### config.mk
export PLATFORM = sky130hd
export DESIGN_NAME = vgalcd_timdet
export DESIGN_NICKNAME = d
export VERILOG_FILES = /design/src/rtl/vgalcd_timdet.sv
export SDC_FILE = /design/constraint.sdc
export NUM_CORES = 1
export LEC_CHECK = 0
export CAP_MARGIN = 20
export CORE_ASPECT_RATIO = 0.7
export CORE_UTILIZATION = 45
export DETAILED_ROUTE_END_ITERATION = 8
export PLACE_DENSITY = 0.76
export REMOVE_ABC_BUFFERS = 1
export SLEW_MARGIN = 0
export SYNTH_ARGS = -nofsm -noshare
export SYNTH_HDL_FRONTEND = slang
export SYNTH_SLANG_ARGS = --single-unit
### constraint.sdc
create_clock -name clk_i -period 3.2 [get_ports clk_i]
set_input_delay 0.32 -clock clk_i [delete_from_list [all_inputs] [get_ports clk_i]]
set_output_delay 0.32 -clock clk_i [all_outputs]
set_load 0.03 [all_outputs]
### src/rtl/vgalcd_timdet.sv
// vgalcd_timdet: measures incoming hsync/vsync/de timing per axis and flags lock on two identical frames
module vgalcd_timdet #(
  parameter int TB_WIDTH = 8,
  parameter int VB_WIDTH = 12
) (
  input  logic                clk_i,
  input  logic                rst_i,
  input  logic                en_i,
  input  logic                pclk_en_i,
  input  logic                hpol_i,
  input  logic                vpol_i,
  input  logic                hsync_i,
  input  logic                vsync_i,
  input  logic                de_i,
  output logic [TB_WIDTH-1:0] hbpsize_o,
  output logic [TB_WIDTH-1:0] hsnsize_o,
  output logic [TB_WIDTH-1:0] hfpsize_o,
  output logic [VB_WIDTH-1:0] hvlen_o,
  output logic [TB_WIDTH-1:0] vbpsize_o,
  output logic [TB_WIDTH-1:0] vsnsize_o,
  output logic [TB_WIDTH-1:0] vfpsize_o,
  output logic [VB_WIDTH-1:0] vvlen_o,
  output logic                frame_o,
  output logic                lock_o,
  output logic                err_o
);
  localparam logic [VB_WIDTH-1:0] TMAX = VB_WIDTH'((1 << TB_WIDTH) - 1);
  localparam logic [VB_WIDTH-1:0] VMAX = '1;
  typedef enum logic [2:0] {IDLE, SN, BP, VIS, FP} st_t;
  st_t h_st, h_nx, v_st, v_nx;
  logic tick, hs, vs, hs_q, vs_q, de_q, hr, hf, vr, vf, dr, df, h_edge, line_ev, had_de;
  logic h_err, v_err, v_soft, h_sat, v_sat, fatal, commit, commit_q, have_prev;
  logic cap_hsn, cap_hbp, cap_hvl, cap_hfp, cap_vsn, cap_vbp;
  logic [VB_WIDTH-1:0] h_cnt, v_cnt, v_blk, v_cnt_a, v_blk_a, h_lim, v_lim;
  logic [TB_WIDTH-1:0] c_hbp, c_hsn, c_hfp, c_vbp, c_vsn, c_vfp;
  logic [VB_WIDTH-1:0] c_hvl, c_vvl;
  assign tick = en_i & pclk_en_i;
  assign hs = hsync_i ^ hpol_i;
  assign vs = vsync_i ^ vpol_i;
  assign hr = tick & hs & ~hs_q;
  assign hf = tick & ~hs & hs_q;
  assign vr = tick & vs & ~vs_q;
  assign vf = tick & ~vs & vs_q;
  assign dr = tick & de_i & ~de_q;
  assign df = tick & ~de_i & de_q;
  assign h_edge = hr | hf | dr | df;
  assign line_ev = hr & (h_st != IDLE);
  assign h_lim = (h_st == VIS) ? VMAX : TMAX;
  assign v_lim = (v_st == VIS) ? VMAX : TMAX;
  assign h_sat = tick & ~h_edge & (h_st != IDLE) & (h_cnt == h_lim - 1'b1);
  assign v_cnt_a = v_cnt + VB_WIDTH'(line_ev & ((v_st != VIS) | had_de));
  assign v_blk_a = (line_ev & had_de) ? '0 : v_blk + VB_WIDTH'(line_ev & (v_st == VIS));
  assign v_sat = line_ev & (v_st != IDLE) & ((v_cnt_a == v_lim) | ((v_st == VIS) & (v_blk_a == TMAX)));
  always_ff @(posedge clk_i)
    if (rst_i | ~en_i | fatal) begin
      h_st <= IDLE;
      v_st <= IDLE;
    end else if (tick) begin
      h_st <= h_nx;
      v_st <= v_nx;
    end
  always_comb begin
    h_nx = h_st;
    h_err = 1'b0;
    case (h_st)
      IDLE: h_nx = hr ? SN : IDLE;
      SN: begin
        h_err = dr | df | hr;
        h_nx = hf ? BP : SN;
      end
      BP: begin
        h_err = df | hf | (hr & dr);
        h_nx = hr ? SN : dr ? VIS : BP;
      end
      VIS: begin
        h_err = hr | dr;
        h_nx = df ? FP : VIS;
      end
      FP: begin
        h_err = dr | df | hf;
        h_nx = hr ? SN : FP;
      end
      default: h_nx = IDLE;
    endcase
  end
  always_comb begin
    v_nx = v_st;
    v_err = 1'b0;
    case (v_st)
      IDLE: v_nx = vr ? SN : IDLE;
      SN: begin
        v_err = dr;
        v_nx = vf ? BP : SN;
      end
      BP: v_nx = vr ? SN : dr ? VIS : BP;
      VIS: v_nx = vr ? SN : VIS;
      default: v_nx = IDLE;
    endcase
  end
  always_comb begin
    fatal = h_err | v_err | h_sat | v_sat;
    v_soft = (v_st == BP) & vr & ~fatal;
    commit = (v_st == VIS) & vr & ~fatal;
    cap_hsn = (h_st == SN) & hf & ~fatal;
    cap_hbp = (h_st == BP) & dr & ~fatal;
    cap_hvl = (h_st == VIS) & df & ~fatal;
    cap_hfp = (h_st == FP) & hr & ~fatal;
    cap_vsn = (v_st == SN) & vf & ~fatal;
    cap_vbp = (v_st == BP) & dr & ~vr & ~fatal;
  end
  always_ff @(posedge clk_i) begin
    if (rst_i) begin
      {hs_q, vs_q, de_q, had_de} <= '0;
      {h_cnt, v_cnt, v_blk} <= '0;
      {c_hbp, c_hsn, c_hfp, c_hvl, c_vbp, c_vsn, c_vfp, c_vvl} <= '0;
      {hbpsize_o, hsnsize_o, hfpsize_o, hvlen_o, vbpsize_o, vsnsize_o, vfpsize_o, vvlen_o} <= '0;
      {frame_o, lock_o, err_o, commit_q, have_prev} <= '0;
    end else begin
      frame_o <= commit_q;
      err_o <= fatal | v_soft;
      commit_q <= commit;
      if (tick) begin
        {hs_q, vs_q, de_q} <= {hs, vs, de_i};
        h_cnt <= h_edge ? VB_WIDTH'(1) : (h_cnt == VMAX) ? h_cnt : h_cnt + 1'b1;
        v_cnt <= (v_nx != v_st) ? '0 : v_cnt_a;
        v_blk <= (v_nx != v_st) ? '0 : v_blk_a;
        had_de <= dr | (had_de & ~line_ev);
      end
      if (cap_hsn) c_hsn <= h_cnt[TB_WIDTH-1:0];
      if (cap_hbp) c_hbp <= h_cnt[TB_WIDTH-1:0];
      if (cap_hvl) c_hvl <= h_cnt;
      if (cap_hfp) c_hfp <= h_cnt[TB_WIDTH-1:0];
      if (cap_vsn) c_vsn <= v_cnt_a[TB_WIDTH-1:0];
      if (cap_vbp) c_vbp <= v_cnt_a[TB_WIDTH-1:0];
      if (commit) begin
        c_vvl <= v_cnt_a;
        c_vfp <= v_blk_a[TB_WIDTH-1:0];
      end
      if (commit_q) begin
        {hbpsize_o, hsnsize_o, hfpsize_o, hvlen_o, vbpsize_o, vsnsize_o, vfpsize_o, vvlen_o} <=
          {c_hbp, c_hsn, c_hfp, c_hvl, c_vbp, c_vsn, c_vfp, c_vvl};
        lock_o <= have_prev & ({c_hbp, c_hsn, c_hfp, c_hvl, c_vbp, c_vsn, c_vfp, c_vvl} ==
          {hbpsize_o, hsnsize_o, hfpsize_o, hvlen_o, vbpsize_o, vsnsize_o, vfpsize_o, vvlen_o});
        have_prev <= 1'b1;
      end
      if (~en_i | fatal) begin
        lock_o <= 1'b0;
        have_prev <= 1'b0;
      end
    end
  end
endmodule

* Word level (Yosys, flattened, before mapping)
Index checks and enable logic that the tools add are counted.
Word-level totals: register bits 195, input port bits 9, word-level logic and storage cells 151
Cells by class: $add $sub $neg 4, equality and inequality tests 15, multiplexer cells 21, bitwise logic cells 75, reduce and logical (&&, ||, !) cells 6
Operators with widths (number):
- $mux 12 | 7
- $eq 72x72->1 | 1
- $and 1x1->1 | 43
- $add 12x1->12 | 2
- $eq 12x12->1 | 2
- $or 1x1->1 | 19
- $pmux 3 s5 | 1
- $add 12x1->12 const B | 1
- $eq 12x12->1 const B | 1
- $eq 12x8->1 const B | 1
- $eq 3x2->1 const B | 4
- $sub 12x1->12 const B | 1
- $not 1->1 | 11
- $mux 3 | 3
- $mux 2 | 4
- $pmux 2 s4 | 1
- $eq 3x1->1 const B | 2
- $logic_not 3->1 | 2
- $reduce_bool 3->1 | 2
- $mux 1 | 4
- $pmux 1 s4 | 1
- $eq 3x3->1 const B | 1
- $ne 3x2->1 const B | 1
- $ne 3x3->1 | 1
- 4 further kinds | 5

* Longest topological paths before layout
depth in word-level cells 16, gate-level depth with buffers 16, mapped depth without buffers 13

* Least setup slack after synthesis
No wires, ideal clock.
path kind input port to flip-flop, from input en_i, to register c_vvl[10], library setup time 0.086 ns, arrival 3.375 ns, path slack -0.261 ns, stages on the path 16, buffers on the path 3, cells stage by stage nand2_1 nor3_1 nand2b_1 a31oi_1 ha_1 ha_1 buf_2 nand4_2 nor3_1 xnor2_1 or4_1 a21o_1 buf_6 and2_4 buf_6 a211oi_1
Between the ends: word-level cells in the longest chain between the ends 14
RTL lines:
- start, declared | RTL line 8 | input logic en_i,
- $and 1x1->1 (*) | RTL line 37 | assign tick = en_i & pclk_en_i;
- $and 1x1->1, on equally long branches (2 in a row) | RTL line 40, 41
- $and 1x1->1 / $or 1x1->1 (equally long branches) | RTL line 47, 46
- $and 1x1->1 / $or 1x1->1 (equally long branches) | RTL line 52, 46
- $add 12x1->12 / $or 1x1->1 (equally long branches) | RTL line 52, 46
- $mux 12 / $not 1->1 (equally long branches) | RTL line 52, 50
- $eq 12x8->1 / $and 1x1->1 (equally long branches) | RTL line 53, 50
- $and 1x1->1, on equally long branches | RTL line 53, 50
- $or 1x1->1 / $and 1x1->1 (equally long branches) | RTL line 53, 50
- $and 1x1->1 / $or 1x1->1 (equally long branches) | RTL line 53, 101
- $or 1x1->1 | RTL line 101 | fatal = h_err | v_err | h_sat | v_sat;
- $not 1->1 | RTL line 103 | commit = (v_st == VIS) & vr & ~fatal;
- $and 1x1->1 | RTL line 103
- end signal, assigned | RTL line 136 | c_vvl <= v_cnt_a;
- end, declared | RTL line 36 | logic [VB_WIDTH-1:0] c_hvl, c_vvl;
Mark *: on every way between the ends. The rest lies on a longest branch, timed or not. A chain may end at the register's enable or synchronous reset.

* Worst setup path in the final report
from input pclk_en_i, to register c_hfp[1]
Between the ends: word-level cells in the longest chain between the ends 14
RTL lines:
- start, declared | RTL line 9 | input logic pclk_en_i,
- $and 1x1->1 (*) | RTL line 37
- $and 1x1->1, on equally long branches (2 in a row) | RTL line 40, 41
- $and 1x1->1 / $or 1x1->1 (equally long branches) | RTL line 47, 46
- $and 1x1->1 / $or 1x1->1 (equally long branches) | RTL line 52, 46
- $add 12x1->12 / $or 1x1->1 (equally long branches) | RTL line 52, 46
- $mux 12 / $not 1->1 (equally long branches) | RTL line 52, 50
- $eq 12x8->1 / $and 1x1->1 (equally long branches) | RTL line 53, 50
- $and 1x1->1, on equally long branches | RTL line 53, 50
- $or 1x1->1 / $and 1x1->1 (equally long branches) | RTL line 53, 50
- $and 1x1->1 / $or 1x1->1 (equally long branches) | RTL line 53, 101
- $or 1x1->1 | RTL line 101
- $not 1->1 | RTL line 107 | cap_hfp = (h_st == FP) & hr & ~fatal;
- $and 1x1->1 (*) | RTL line 107
- end signal, assigned | RTL line 132 | if (cap_hfp) c_hfp <= h_cnt[TB_WIDTH-1:0];
- end, declared | RTL line 35 | logic [TB_WIDTH-1:0] c_hbp, c_hsn, c_hfp, c_vbp, c_vsn, c_vfp;
Marked as above.

==> results.txt <==
- In the synthesized netlist, the number of instances is 1043.
- The floorplan step set the die width to 173 um.
- Final critical delay including setup and external delays: 3200 ps
- In this run the remaining antenna-violating nets after routing total 0.
- Clock tree synthesis selected as its root buffer the cell sky130_fd_sc_hd__clkbuf_16.
- In this run the worst hold path is classified as in -> reg.
- The floorplan has 43 rows.
- Global placement routability congestion: 0.897
* Final setup skew: 12.7 ps
* Failing checks: setup timing
* Main synth FF type: sky130_fd_sc_hd__dfxtp_1
* Worst setup margin: -0.316 ps
* Final cycle utilization of the critical path: 1.00
- For this run, the register share of the synthesized area comes to 0.422.
- The detailed router finished its first iteration with 992 violations.
* Depth of the worst hold-timing path: 2
- Number of warnings reported in the yosys synthesis log: 0
- Overall die area: 21000 um2
- CTS sink count: 194
* Syn avg cell area: 8.83 um2
* Distinct cell type count after synthesis: 67
- Sum of negative setup slack: -0.316 ps
* CTS HTree Levels: 4
- OpenSTA, run right after detailed placement, puts the worst setup slack at -812 ps.
- For this run, asynchronously set or reset flops after synthesis account for 0.
* Data arrival, critical path: 3520 ps
- Vias in the first global route: 7617
* # diodes: 0
* Number of buffers added by the clock tree synthesis step: 17
* Number of synthesized flops with an enable pin: 0
* Summed instance area of the synthesized netlist: 9210 um2
- Setup violations remaining at the end of the flow were counted as 1.
- Across the VDD grid, the largest voltage drop is 0.000320 V.
- Total I/O pin count: 84
- Dividing the detail-routed wire length by the instance count gives 18.3 um.
- Reg clk slew, reported paths: 70 ps
- Detailed placement ended at an HPWL of 18100 um.
* CTS tree: yes
- Vias post-DR: 8299
- Max-cap violations in this run came to 0.
- Sum of routed wire length over all layers: 26500 um
- Global-route total usage across every layer: 0.249
* Total congestion overflow: 0
- Setup repair after global routing could not meet its margin everywhere.
* Die H: 122 um
* Peak fanout along the critical path: 8
- Buffers placed on the I/O ports in this run total 83.
- In the final layout, the share of cells above drive strength 1 is 0.154.
- Initial core utilization: 0.463
- The initial antenna violation count is 0.
* Transition at the pin with the smallest max-transition slack: 1070 ps
- The first global-routing pass estimated 41200 um of wire.
* Largest net degree at the start of global routing: 64
* Result of the run: finished, violations left
* PD cells: 408 nW/um2
- Slew Limit Headroom: 0.289
* Number of cells on the worst reg-to-reg path: 16
- The worst setup path is captured at a register.
- Via-per-instance ratio: 5.73
- The setup check on the worst reg-to-reg path leaves a slack of 30 ps.
- Hold violation count in the final report: 0
- The net count of the finished layout is 1181.
* Worst Setup Path Type: in -> reg
- Compared with the post-synthesis result, the final layout area differs by 26.3%.
- Number of buffers on the longest clock path: 2
* Startpoint kind of the worst setup timing path: input pin
- In the routed design, unresolved DRC markers number 0.
- Required time of the critical path: 3520 ps
- The analysis attributes to cell leakage a power of 3.94 nW.
* Placeable core region: 19900 um2
- Counting flops and latches in the post-synthesis netlist gives 194.
- Slew Limit Fails: 0
* Insertion delay of the later-clocked pin in the worst-skew pair: 440 ps
- Highest clock frequency the design can meet: 312 MHz
- Count of TritonRoute iterations in the first routing pass: 6
[Yosys cell counts (all sizes together) (3+ instances only)]
master   number  area, um2
nor3         23        125
and2          4       27.5
mux2i       118       1180
xnor2        70        621
nand2        95        357
nor2        142        533
xor2         13        114
nand3        33        180
a211oi       15        133
or3          12       75.1
o2111ai       3       26.3
or4           4       30.0
nor2b         6       37.5
o21ai        23        115
nor4         16        128
nor3b         3       22.5
buf          25        139
a21oi        48        240
o22ai         9       56.3
ha            6       75.1
clkbuf       43        163
a22oi        16        120
and4          6       52.6
and3          8       50.1
inv          26       97.6
nand2b        7       43.8
nand4        33        213
a22o          3       26.3
dfxtp       194       3880
a31o          7       61.3
[critical path: stages]
cell,delay (ps)
sky130_fd_sc_hd__clkdlybuf4s50_1,480
sky130_fd_sc_hd__nand2_2,60
sky130_fd_sc_hd__nor3_2,100
sky130_fd_sc_hd__buf_4,150
sky130_fd_sc_hd__nand2b_4,70
sky130_fd_sc_hd__buf_4,150
sky130_fd_sc_hd__nor2_4,140
sky130_fd_sc_hd__ha_4,190
sky130_fd_sc_hd__nand4_1,190
sky130_fd_sc_hd__xnor2_2,310
sky130_fd_sc_hd__buf_4,180
sky130_fd_sc_hd__nand3_1,70
sky130_fd_sc_hd__a2111o_1,420
sky130_fd_sc_hd__nor3b_2,210
sky130_fd_sc_hd__buf_4,170
sky130_fd_sc_hd__nor3_4,50
sky130_fd_sc_hd__buf_12,140
sky130_fd_sc_hd__mux2i_1,110
[through the flow]
step | hold WS, ps | utilization | cell area [um2] | total power (W) | std cells
global placement | 470 | 0.535 | 10600 | 0.00265 | 1403
detailed placement | 476 | 0.535 | 10600 | 0.00265 | 1403
floorplan | 385 | - | 8910 | 0.00256 | 975
CTS | 329 | 0.571 | 11400 | 0.00476 | 1440
global route | 337 | 0.584 | 11600 | 0.00490 | 1449
finish | 336 | 0.584 | 11600 | 0.00474 | 1449
[worst paths after layout]
check | end | from
max | c_hfp[1]$_SDFFE_PP0P_ | pclk_en_i
min | v_blk[0]$_SDFFE_PP0N_ | rst_i
max reg2reg | c_hfp[1]$_SDFFE_PP0P_ | hs_q$_SDFFE_PP0N_
min reg2reg | c_hvl[0]$_SDFFE_PP0P_ | c_hvl[0]$_SDFFE_PP0P_
[layout make-up]
cell class / instances / area, um2
fillers: 1680 / 8280
multi-input cells: 757 / 5210
flip-flops and latches: 194 / 3890
repair buffers: 169 / 1510
clock buffers: 20 / 447
well taps: 270 / 338
clock inverters: 12 / 140
inverters: 27 / 101
[placed cells by master, fill, tap and decap left out, types with 23 or more instances in the layout]
cell type / count
sky130_fd_sc_hd__nor2_1: 141
sky130_fd_sc_hd__dfxtp_1: 193
sky130_fd_sc_hd__a21oi_1: 43
sky130_fd_sc_hd__o21ai_0: 23
sky130_fd_sc_hd__nand2_1: 94
sky130_fd_sc_hd__clkdlybuf4s50_1: 79
sky130_fd_sc_hd__nand4_1: 32
sky130_fd_sc_hd__nand3_1: 29
sky130_fd_sc_hd__xnor2_1: 67
sky130_fd_sc_hd__mux2i_1: 118
sky130_fd_sc_hd__buf_4: 81
sky130_fd_sc_hd__inv_1: 26
[report_power, final]
group / internal [W] / total, W / switching (W) / leakage [nW]
sequential: 0.00242 / 0.00243 / 0.0000105 / 1.56
clock: 0.00113 / 0.00214 / 0.00101 / 0.284
combinational: 0.0000552 / 0.000177 / 0.000122 / 2.09
total: 0.00360 / 0.00474 / 0.00114 / 3.94
[layer usage]
layer | up-vias | GRT usage | share of wire
met5 | - | 0 | 0
met4 | 0 | 0.0736 | 0.024
met3 | 51 | 0.0577 | 0.087
met2 | 398 | 0.358 | 0.42
met1 | 3930 | 0.368 | 0.47
li1 | 3920 | - | -
[kinds of logic after synthesis]
family          after synthesis  synth area share
buf+inv                      95            0.0437
mux                         119             0.129
flops                       194             0.422
fa+ha+maj                     6           0.00815
simple gates                398             0.209
xor+xnor                     83            0.0798
compound gates              148             0.108
[flip-flops by register name (all words and copies together), names as in the netlist, 12 cells and up]
name / flops
c_vvl: 12
c_hvl: 12
v_blk: 12
vvlen_o: 12
h_cnt: 12
v_cnt: 12
hvlen_o: 12
[what timing repair did]
item | 4_1_cts | 5_1_grt
setup endpoints to repair | 53 | 53
resized for setup | 27 | 33
cloned | 2 | 1
pin swaps | 5 | 18
setup buffers | 3 | 8
hold buffers | 0 | 0
Note: power is estimated with default switching activity, not from simulation.
